**config.mk**
```make
export PLATFORM = sky130hd
export DESIGN_NAME = uart_rx
export DESIGN_NICKNAME = d
export VERILOG_FILES = /design/src/rtl/uart_pkg.sv /design/src/rtl/uart_sync2.sv /design/src/rtl/uart_rx.sv
export SDC_FILE = /design/constraint.sdc
export NUM_CORES = 1
export LEC_CHECK = 0
export ABC_AREA = 1
export CAP_MARGIN = 20
export CELL_PAD_IN_SITES_DETAIL_PLACEMENT = 1
export CELL_PAD_IN_SITES_GLOBAL_PLACEMENT = 2
export CORE_ASPECT_RATIO = 0.6
export CORE_MARGIN = 2
export CORE_UTILIZATION = 37
export DETAILED_ROUTE_END_ITERATION = 8
export PLACE_DENSITY = 0.8
export SYNTH_ARGS = -nofsm -noshare
export SYNTH_HDL_FRONTEND = slang
export SYNTH_SLANG_ARGS = --single-unit
```
**constraint.sdc**
```tcl
create_clock -name clk -period 2.2 [get_ports clk]
set_input_delay 0.66 -clock clk [delete_from_list [all_inputs] [get_ports clk]]
set_output_delay 0.66 -clock clk [all_outputs]
set_load 0.02 [all_outputs]
```
**src/rtl/uart_pkg.sv**
```systemverilog
`timescale 1ns/1ps
// Shared UART definitions: receiver state encoding, frame width and
// baud-divider helper used by both the receiver and the transmitter.
package uart_pkg;

    localparam int UART_DATA_BITS = 8;

    typedef enum logic [2:0] {
        IDLE,
        START,
        DATA,
        STOP,
        WAIT_HIGH
    } uart_rx_state_t;

    // Clocks per bit period, truncated toward zero.
    function automatic int clks_per_bit(input int clock_hz, input int baud);
        return clock_hz / baud;
    endfunction

endpackage

```
**src/rtl/uart_sync2.sv**
```systemverilog
`timescale 1ns/1ps
// Two-flop synchroniser for a single asynchronous input.
module uart_sync2 #(
    parameter logic RESET_VAL = 1'b1
) (
    input  logic clk,
    input  logic n_reset,
    input  logic d,
    output logic q
);

    logic meta;

    // Two back-to-back flops; both preset to the line's idle level.
    always_ff @(posedge clk or negedge n_reset) begin
        if (!n_reset) begin
            meta <= RESET_VAL;
            q    <= RESET_VAL;
        end else begin
            meta <= d;
            q    <= meta;
        end
    end

endmodule

```
**src/rtl/uart_rx.sv**
```systemverilog
`timescale 1ns/1ps
// 8N1 UART receiver: mid-bit sampling, LSB-first assembly, one-entry
// holding register, framing-error and overrun pulses.
//
// Handshake: rx_valid means rx_data holds an unconsumed byte; a transfer
// happens on every rising clk edge where rx_valid and rx_ready are both 1.
// rx_data never changes while rx_valid=1 except on a transfer edge, and
// rx_valid does not depend combinationally on rx_ready.
module uart_rx
    import uart_pkg::*;
#(
    parameter int UART_CLOCK_HZ = 20_000_000,
    parameter int UART_BAUD     = 115200
) (
    input  logic                      clk,
    input  logic                      n_reset,
    input  logic                      uart_rx_pin,
    output logic [UART_DATA_BITS-1:0] rx_data,
    output logic                      rx_valid,
    input  logic                      rx_ready,
    output logic                      frame_err,
    output logic                      overrun
);

    localparam int CLKS_PER_BIT = clks_per_bit(UART_CLOCK_HZ, UART_BAUD);
    localparam int CNT_W        = $clog2(CLKS_PER_BIT);
    localparam int IDX_W        = $clog2(UART_DATA_BITS);

    localparam logic [CNT_W-1:0] CNT_LAST = CNT_W'(CLKS_PER_BIT - 1);
    localparam logic [CNT_W-1:0] CNT_HALF = CNT_W'(CLKS_PER_BIT / 2 - 1);
    localparam logic [IDX_W-1:0] IDX_LAST = IDX_W'(UART_DATA_BITS - 1);

    if (CLKS_PER_BIT < 4) begin : g_cpb_check
        $error("uart_rx: CLKS_PER_BIT must be at least 4");
    end

    logic                      rxs;
    uart_rx_state_t            state_q, state_d;
    logic [CNT_W-1:0]          cnt_q, cnt_d;
    logic [IDX_W-1:0]          idx_q, idx_d;
    logic [UART_DATA_BITS-1:0] shreg_q, shreg_d;
    logic                      byte_done;
    logic                      stop_bad;

    uart_sync2 #(
        .RESET_VAL (1'b1)
    ) u_sync (
        .clk     (clk),
        .n_reset (n_reset),
        .d       (uart_rx_pin),
        .q       (rxs)
    );

    // Frame FSM registers: state, shared bit counter, bit index, shift register.
    always_ff @(posedge clk or negedge n_reset) begin
        if (!n_reset) begin
            state_q <= IDLE;
            cnt_q   <= '0;
            idx_q   <= '0;
            shreg_q <= '0;
        end else begin
            state_q <= state_d;
            cnt_q   <= cnt_d;
            idx_q   <= idx_d;
            shreg_q <= shreg_d;
        end
    end

    // Frame FSM next state; STOP leaves at mid-stop-bit so a back-to-back
    // start edge is never missed.
    always_comb begin
        state_d   = state_q;
        cnt_d     = cnt_q;
        idx_d     = idx_q;
        shreg_d   = shreg_q;
        byte_done = 1'b0;
        stop_bad  = 1'b0;
        case (state_q)
            IDLE: begin
                cnt_d = '0;
                if (!rxs) state_d = START;
            end
            START: begin
                if (cnt_q == CNT_HALF) begin
                    cnt_d   = '0;
                    idx_d   = '0;
                    state_d = rxs ? IDLE : DATA;
                end else begin
                    cnt_d = cnt_q + 1'b1;
                end
            end
            DATA: begin
                if (cnt_q == CNT_LAST) begin
                    cnt_d   = '0;
                    shreg_d = {rxs, shreg_q[UART_DATA_BITS-1:1]};
                    if (idx_q == IDX_LAST) state_d = STOP;
                    else                   idx_d   = idx_q + 1'b1;
                end else begin
                    cnt_d = cnt_q + 1'b1;
                end
            end
            STOP: begin
                if (cnt_q == CNT_LAST) begin
                    cnt_d = '0;
                    if (rxs) begin
                        byte_done = 1'b1;
                        state_d   = IDLE;
                    end else begin
                        stop_bad  = 1'b1;
                        state_d   = WAIT_HIGH;
                    end
                end else begin
                    cnt_d = cnt_q + 1'b1;
                end
            end
            WAIT_HIGH: begin
                // A held-low (break) line must not decode as repeated 0x00.
                if (rxs) state_d = IDLE;
            end
            default: state_d = IDLE;
        endcase
    end

    // Holding register and one-cycle error pulses.
    always_ff @(posedge clk or negedge n_reset) begin
        if (!n_reset) begin
            rx_data   <= '0;
            rx_valid  <= 1'b0;
            frame_err <= 1'b0;
            overrun   <= 1'b0;
        end else begin
            frame_err <= stop_bad;
            overrun   <= 1'b0;
            if (byte_done) begin
                if (!rx_valid || rx_ready) begin
                    rx_data  <= shreg_q;
                    rx_valid <= 1'b1;
                end else begin
                    overrun  <= 1'b1;
                end
            end else if (rx_valid && rx_ready) begin
                rx_valid <= 1'b0;
            end
        end
    end

endmodule

```
# After elaboration in Yosys (flattened, before gate mapping)
# Index checks and enable logic that the tools add are counted.
[totals] regBits=35 inputBits=4 out_inout_bits=11 word_cells=67
[op_classes] addsub=2 eq_ne=15 mux=27 reduce_logical=13
[ops] cell="3-bit two-way mux" n=10
[ops] cell="8-bit one-hot mux with 3 select lines" n=1
[ops] cell="8-bit two-way mux" n=2
[ops] cell="3-bit one-hot mux with 5 select lines" n=1
[ops] cell="2-bit != test (second input constant)" n=6
[ops] cell="1-bit two-way mux" n=11
[ops] cell="8-bit by 1-bit adder with 8-bit output (second input constant)" n=1
[ops] cell="8-bit by 7-bit == test with 1-bit output (second input constant)" n=1
[ops] cell="8-bit == test (second input constant)" n=1
[ops] cell="3-bit by 2-bit == test with 1-bit output (second input constant)" n=2
[ops] cell="3-bit == test (second input constant)" n=2
[ops] cell="3-bit one-hot mux with 2 select lines" n=1
[ops] cell="2-bit AND reduction" n=3
[ops] cell="6-bit AND reduction" n=1
[ops] cell="2-bit by 1-bit != test with 1-bit output (second input constant)" n=2
[ops] cell="4-bit AND reduction" n=1
[ops] cell="2-bit nonzero test" n=2
[ops] cell="3-bit by 1-bit adder with 3-bit output (second input constant)" n=1
[ops] cell="3-bit by 1-bit == test with 1-bit output (second input constant)" n=1
[ops] cell="3-bit zero test" n=1
[ops] cell="3-bit nonzero test" n=1
[ops] cell="2-bit two-way mux" n=1
[ops] cell="2-bit OR reduction" n=1
[ops] cell="1-bit logical AND" n=1
[ops] cell="other kinds (2)" n=2

# Logic depth before layout (Yosys ltp)
# Gate-level depths: netlist of run 1.
[logic_depth] ltp_word=5 ltp_mapped=10 depth_no_buf=9

# Hierarchy
# A second synthesis of run 1 with hierarchy kept.
[unflattened] hier_cells=213 area_unflattened_um2=1747.9
[by_module_without_submodules] mod="uart_rx" instances=1 cells_per_inst=211 area_each_um2=1695.4
[by_module_without_submodules] mod="uart_sync2" instances=1 cells_per_inst=2 area_each_um2=52.6

# Worst setup path after synthesis of run 1
# Ideal clock, no wire load.
[synth_timing] kind="reg2reg" from="register cnt_q[0]" to="register rx_data[6]" setup_ps=118 arrival_ps=1336 slack_ps=746 stages_incl_launch_ff=11 n_path_buf=1 path_cell_list="dfrtp_1 inv_1 ha_1 nand2_1 nor2_2 nand2_4 inv_2 nand3_4 buf_6 nand2_1 o21ai_2"
[synth_between] elab_chain_len=4
[synth_lines] element="from (decl)" line_no="uart_rx.sv:39" text="logic [CNT_W-1:0] cnt_q, cnt_d;"
[synth_lines] element="from (signal assigned)" line_no="uart_rx.sv:63" text="cnt_q <= cnt_d;"
[synth_lines] element="8-bit == test" line_no="uart_rx.sv:103" text="if (cnt_q == CNT_LAST) begin"
[synth_lines] element="1-bit two-way mux" line_no="uart_rx.sv:103"
[synth_lines] element="1-bit two-way mux" line_no="uart_rx.sv:78" text="case (state_q)"
[synth_lines] element="2-bit AND reduction (no source line)"
[synth_lines] element="to (signal assigned)" line_no="uart_rx.sv:136" text="rx_data <= shreg_q;"
[synth_lines] element="to (decl)" line_no="uart_rx.sv:18" text="output logic [UART_DATA_BITS-1:0] rx_data,"
# No other way between the ends.
# A chain may end at the register's enable or synchronous reset.

# Worst setup path after layout of run 1
[layout_timing] from="register rx_data[0]" to="output rx_data[0]"
# No word-level cell between the ends.

==> reports/qor.csv, run 1 <==
metric,value,unit
status,completed,
cell count after synthesis,213,
initial antenna violation count,0,
"CP delay by family, top",buffers and inverters,
CP peak stage delay,0.61,ns
H-tree depth,2,
Max VDD drop,0.355,mV
sequential power share,0.514,
Die Wd,93.4,um
share of cells above drive strength 1,0.121,
total gr overflow,0,
WP data required,1.54,ns
Clock Path Buffers,2,
post-route ant nets,0,
GRT Util Overall,0.188,
Psw,0.000270,W
vias per std cell,4.94,
first-pass GRT wire length,7.70,mm
max cap viols,0,
Routability Congestion,0.797,
nature of the critical path endpoint,output port,
worst-skew pair later-pin latency,0.29,ns
CTS Hold Buffers Added,0,
synthesized cell area,0.00177,mm^2
crit-path cells,clkdlybuf4s50_1,
register bit total from synthesis,35,
Ys Warns,0,
Crit Path Max Fanout,2,
io pins,15,
Routed WL,4.38,mm
HPWL Detailed,3.15,mm
Logic pwr share,0.017,
Hold Crit Class,flop to flop,
pre-CTS WS,0.287,ns
Area growth syn-to-layout,16.8,%
Clock Root Buffer,clkbuf_8,
Clock Sinks,35,
Leakage,1.02,nW
die height,57.6,um
WP buf/inv,1,
Post-CTS Setup Bufs,0,
via count of the first global-routing pass,1553,
most frequent cells in the layout,"nand2_1, dfrtp_1, inv_1, nand3_1",
ant diodes,0,
pin count of the biggest net entering global routing,36,
"Net Count, Synth",222,
crit start category,flop,
Pre-antenna DRT Iters,4,
Cell Rows,19,
Final Setup Violations,0,
"Reg clk slew, reported paths",0.08,ns
slowest CP cell,clkdlybuf4s50_1,
Switching Fraction,0.214,
Layout fillers,561,
number of distinct library cells after synthesis,21,
PwrDens,608,mW/mm^2
DR DRC count,0,
Worst-Margin Slew,0.470,ns
TNS Setup,0,ns
final setup margin,0.270,ns
Initial Util,0.387,
PostCTS Resize Cnt,0,
post-route minimum period,1.93,ns
DIE AREA,0.00538,mm^2
Core ar.,0.00459,mm^2
post-synthesis sequential area ratio,0.495,
RSZ-0062 raised after global routing,false,
"Slew Viols, Final",0,
crit path DAT,1.27,ns
PnR Total Power,0.00126,W
clk_skew,0.00908,ns
highest clock rate,518,MHz
Relative slew margins,0.687,
"commonest non-fill, non-tap cell in the layout",nand2_1,
Final Cycle Share,0.877,
I/O Buffers,14,
WL/cell,14.8,um
internal power,0.000990,W
Clock Power Share,0.468,
via count,1457,
total CTS buffers,5,
Final Hold Fails,0,
Crit Path Class,flop to output port,
Iter 0 DRT Violations,111,
nets@finish,240,
mean post-synth cell area,8.33,um^2
CTS tree,done,
synth_stat cells (all sizes together):
master  instances  share of area
nand4          11          0.039
o211ai          1         0.0042
ha              5          0.035
nor3            1         0.0028
o21ai          18          0.068
nor2           18          0.047
dfstp           2          0.030
nand2          67           0.15
inv            29          0.061
buf             5          0.027
nand3          22          0.069
o21bai          1         0.0042
dfrtp          33           0.47
power by group through the flow:
stage	sequential [W]	clock (W)	combinational [W]
6_report	0.000648	0.000590	0.0000220
5_1_grt	0.000648	0.000628	0.0000251
4_1_cts	0.000648	0.000601	0.0000235
3_5_place_dp	0.000661	0	0.0000235
3_3_place_gp	0.000661	0	0.0000220
2_1_floorplan	0.000660	0	0.00000226
sequential cells by signal, summed over array words and instances, names as in the netlist:
| name | cells |
|---|---|
| cnt_q | 8 |
| rx_data | 8 |
| shreg_q | 8 |
| idx_q | 3 |
| state_q | 3 |
| frame_err | 1 |
| overrun | 1 |
| rx_valid | 1 |
| u_sync.meta | 1 |
| u_sync.q | 1 |
layout make-up:
cell class                      count  area [um^2]  area share
Timing Repair Buffer               16          155      0.0749
Clock inverter                      3         43.8      0.0211
Sequential cell                    35          878       0.424
Inverter                           29          109      0.0525
Tap cell                           63         78.8      0.0380
Multi-Input combinational cell    144          738       0.356
Clock buffer                        5         68.8      0.0332
layer usage:
metal  GRT usage  vias up  wire length [um]
met1       0.274      718              2240
li1            -      718                 -
met5           0        -                 0
met3      0.0390        5               144
met4      0.0441        0                29
met2       0.293       16              1970
path summary, 6_finish.rpt:
check / to / slack, ns / from / cells after the start
worst max-delay path: rx_data[0] / 0.27 / rx_data[0] / 1
worst min-delay path: u_sync.q / 0.36 / u_sync.meta / 0
worst max register to register: rx_data[2] / 0.52 / state_q[2] / 6
worst min register to register: u_sync.q / 0.36 / u_sync.meta / 0
max in group asynchronous: u_sync.meta / 1.06 / n_reset / 2
min in group asynchronous: cnt_q[6] / 0.78 / n_reset / 2
through the flow:
step | area, um^2 | hold WS, ns | std cells | util
2_1_floorplan | 1770 | 0.345 | 213 | -
4_1_cts | 2070 | 0.360 | 295 | 0.452
3_3_place_gp | 1960 | 0.348 | 287 | 0.427
3_5_place_dp | 1960 | 0.349 | 287 | 0.427
5_1_grt | 2070 | 0.361 | 295 | 0.452
6_report | 2070 | 0.358 | 295 | 0.452
logic make-up (layout without fill, tap and decap cells):
family          after synthesis  in the layout  share of synthesized area
compound gates               20             20                     0.0762
fa+ha+maj                     5              5                     0.0353
buf+inv                      34             53                     0.0889
flops                        35             35                      0.495
simple gates                119            119                      0.305
(Power assumes the default switching activity.)
==> inputs of run 2 (changes only) <==
--- a/config.mk
+++ b/config.mk
@@ -10,7 +10,7 @@
 export CELL_PAD_IN_SITES_DETAIL_PLACEMENT = 1
 export CELL_PAD_IN_SITES_GLOBAL_PLACEMENT = 2
 export CORE_ASPECT_RATIO = 0.6
-export CORE_MARGIN = 2
+export CORE_MARGIN = 4
 export CORE_UTILIZATION = 37
 export DETAILED_ROUTE_END_ITERATION = 8
 export PLACE_DENSITY = 0.8
==> reports/qor.csv, run 2 (synthesized netlist as in run 1, its figures left out) <==
metric,value,unit,change
via count,1463,,+0.41%
CP Launch Point,rx_data[0],,
hold-critical path depth,0,,unchanged
clk_skew,0.00715,ns,-0.00193 ns
DR DRC count,0,,unchanged
initial antenna violation count,0,,unchanged
Worst-Margin Slew,0.453,ns,-0.0167 ns
Clock Path Buffers,2,,unchanged
"Reg clk slew, reported paths",0.07,ns,about the same
Switching Fraction,0.215,,+0.00122
Crit Path Class,flop to output port,,
Clock Power Share,0.419,,-0.049
crit start category,flop,,
Logic pwr share,0.019,,+0.002
Post-CTS Setup Bufs,0,,unchanged
Relative slew margins,0.698,,+0.0111
Cell Rows,19,,unchanged
io pins,15,,unchanged
biggest regs,"cnt_q: 8 flops, rx_data: 8 flops, shreg_q: 8 flops",,
ant diodes,0,,unchanged
worst hold start,u_sync.meta,,
WP buf/inv,1,,unchanged
Core ar.,0.00461,mm^2,+0.52%
first-pass GRT wire length,6.80,mm,-12%
internal power,0.000906,W,-8.5%
"Slew Viols, Final",0,,unchanged
status,completed,,
Leakage,1.01,nW,-0.97%
Routed WL,4.12,mm,-5.9%
Final Cycle Share,0.872,,-0.00552
vias per std cell,4.96,,+0.41%
I/O Buffers,14,,unchanged
Clock Root Buffer,clkbuf_8,,
Die Wd,97.4,um,+4.3%
Pre-antenna DRT Iters,4,,unchanged
via count of the first global-routing pass,1402,,-9.7%
Levels on crit path,1,,unchanged
WL/cell,14.0,um,-5.9%
HPWL Detailed,3.10,mm,-1.4%
Routability Congestion,0.828,,+3.8%
H-tree depth,2,,unchanged
cells on worst reg2reg path,9,,+3
Final Setup Violations,0,,unchanged
Final Hold Fails,0,,unchanged
FF-to-FF Start,cnt_q[1],,
Initial Util,0.385,,-0.00199
max cap viols,0,,unchanged
TNS Setup,0,ns,unchanged
post-route ant nets,0,,unchanged
total gr overflow,0,,unchanged
worst-skew pair later-pin latency,0.29,ns,about the same
Area growth syn-to-layout,15.6,%,
nature of the critical path endpoint,output port,,
die height,61.6,um,+6.9%
DIE AREA,0.00600,mm^2,+12%
Hold Crit Class,flop to flop,,
post-route minimum period,1.92,ns,-0.0121 ns
CP peak stage delay,0.62,ns,about the same
CTS tree,done,,
GRT Util Overall,0.151,,-0.0375
"commonest non-fill, non-tap cell in the layout",nand2_1,,
pin count of the biggest net entering global routing,36,,unchanged
Crit Path Max Fanout,2,,unchanged
crit path DAT,1.26,ns,about the same
most frequent cells in the layout,"nand2_1, dfrtp_1, inv_1, nand3_1",,
share of cells above drive strength 1,0.116,,-0.00431
total CTS buffers,5,,unchanged
highest clock rate,521,MHz,+0.63%
CTS Hold Buffers Added,0,,unchanged
Psw,0.000248,W,-7.9%
nets@finish,240,,unchanged
"CP delay by family, top",buffers and inverters,,
PwrDens,563,mW/mm^2,-7.4%
Clock Sinks,35,,unchanged
PnR Total Power,0.00115,W,-8.4%
crit-path cells,clkdlybuf4s50_1,,
Iter 0 DRT Violations,51,,-54%
RSZ-0062 raised after global routing,false,,
sequential power share,0.562,,+0.048
PostCTS Resize Cnt,0,,unchanged
slowest CP cell,clkdlybuf4s50_1,,
Max VDD drop,0.284,mV,-20%
WP data required,1.54,ns,about the same
==> run 2: path summary, 6_finish.rpt <==
| kind | slack (ns) | to |
|---|---|---|
| worst max-delay path | 0.28 | rx_data[0] |
| worst min-delay path | 0.36 | u_sync.q |
| worst max register to register | 0.54 | cnt_q[6] |
| worst min register to register | 0.36 | u_sync.q |
| max in group asynchronous | 1.07 | u_sync.q |
| min in group asynchronous | 0.78 | state_q[2] |
==> run 2: area by class of cell <==
class                   count  area [um^2]
well taps                  63         78.8
inverters                  29          109
clock inverters             1         5.00
fillers                   584         2560
flip-flops and latches     35          878
clock buffers               7         86.3
repair buffers             16          155
multi-input cells         144          738
==> run 2: per-stage QoR <==
| step | instances | cell area [um^2] | worst slack, ns | hold WS (ns) | utilization |
|---|---|---|---|---|---|
| after CTS | 295 | 2050 | 0.261 | 0.363 | 0.445 |
| after detailed placement | 287 | 1960 | 0.327 | 0.347 | 0.425 |
| after floorplan | 213 | 1770 | 0.746 | 0.345 | - |
| after global routing | 295 | 2050 | 0.215 | 0.373 | 0.445 |
| after global placement | 287 | 1960 | 0.394 | 0.348 | 0.425 |
| final | 295 | 2050 | 0.282 | 0.363 | 0.445 |
==> run 2: metal layers <==
| layer | up-vias | wire length, um | GRT usage | share of wire |
|---|---|---|---|---|
| met3 | 9 | 144 | 0.0430 | 0.035 |
| met2 | 23 | 1740 | 0.227 | 0.42 |
| met1 | 712 | 2150 | 0.206 | 0.52 |
| li1 | 719 | - | - | - |
| met4 | 0 | 82 | 0.0671 | 0.020 |
| met5 | - | 0 | 0 | 0 |
==> run 2: power groups by stage <==
stage	clock network (W)	registers [W]	logic (W)
floorplan	0	0.000660	0.00000226
global placement	0	0.000661	0.0000223
detailed placement	0	0.000661	0.0000230
CTS	0.000503	0.000649	0.0000231
global route	0.000535	0.000649	0.0000251
finish	0.000484	0.000649	0.0000214
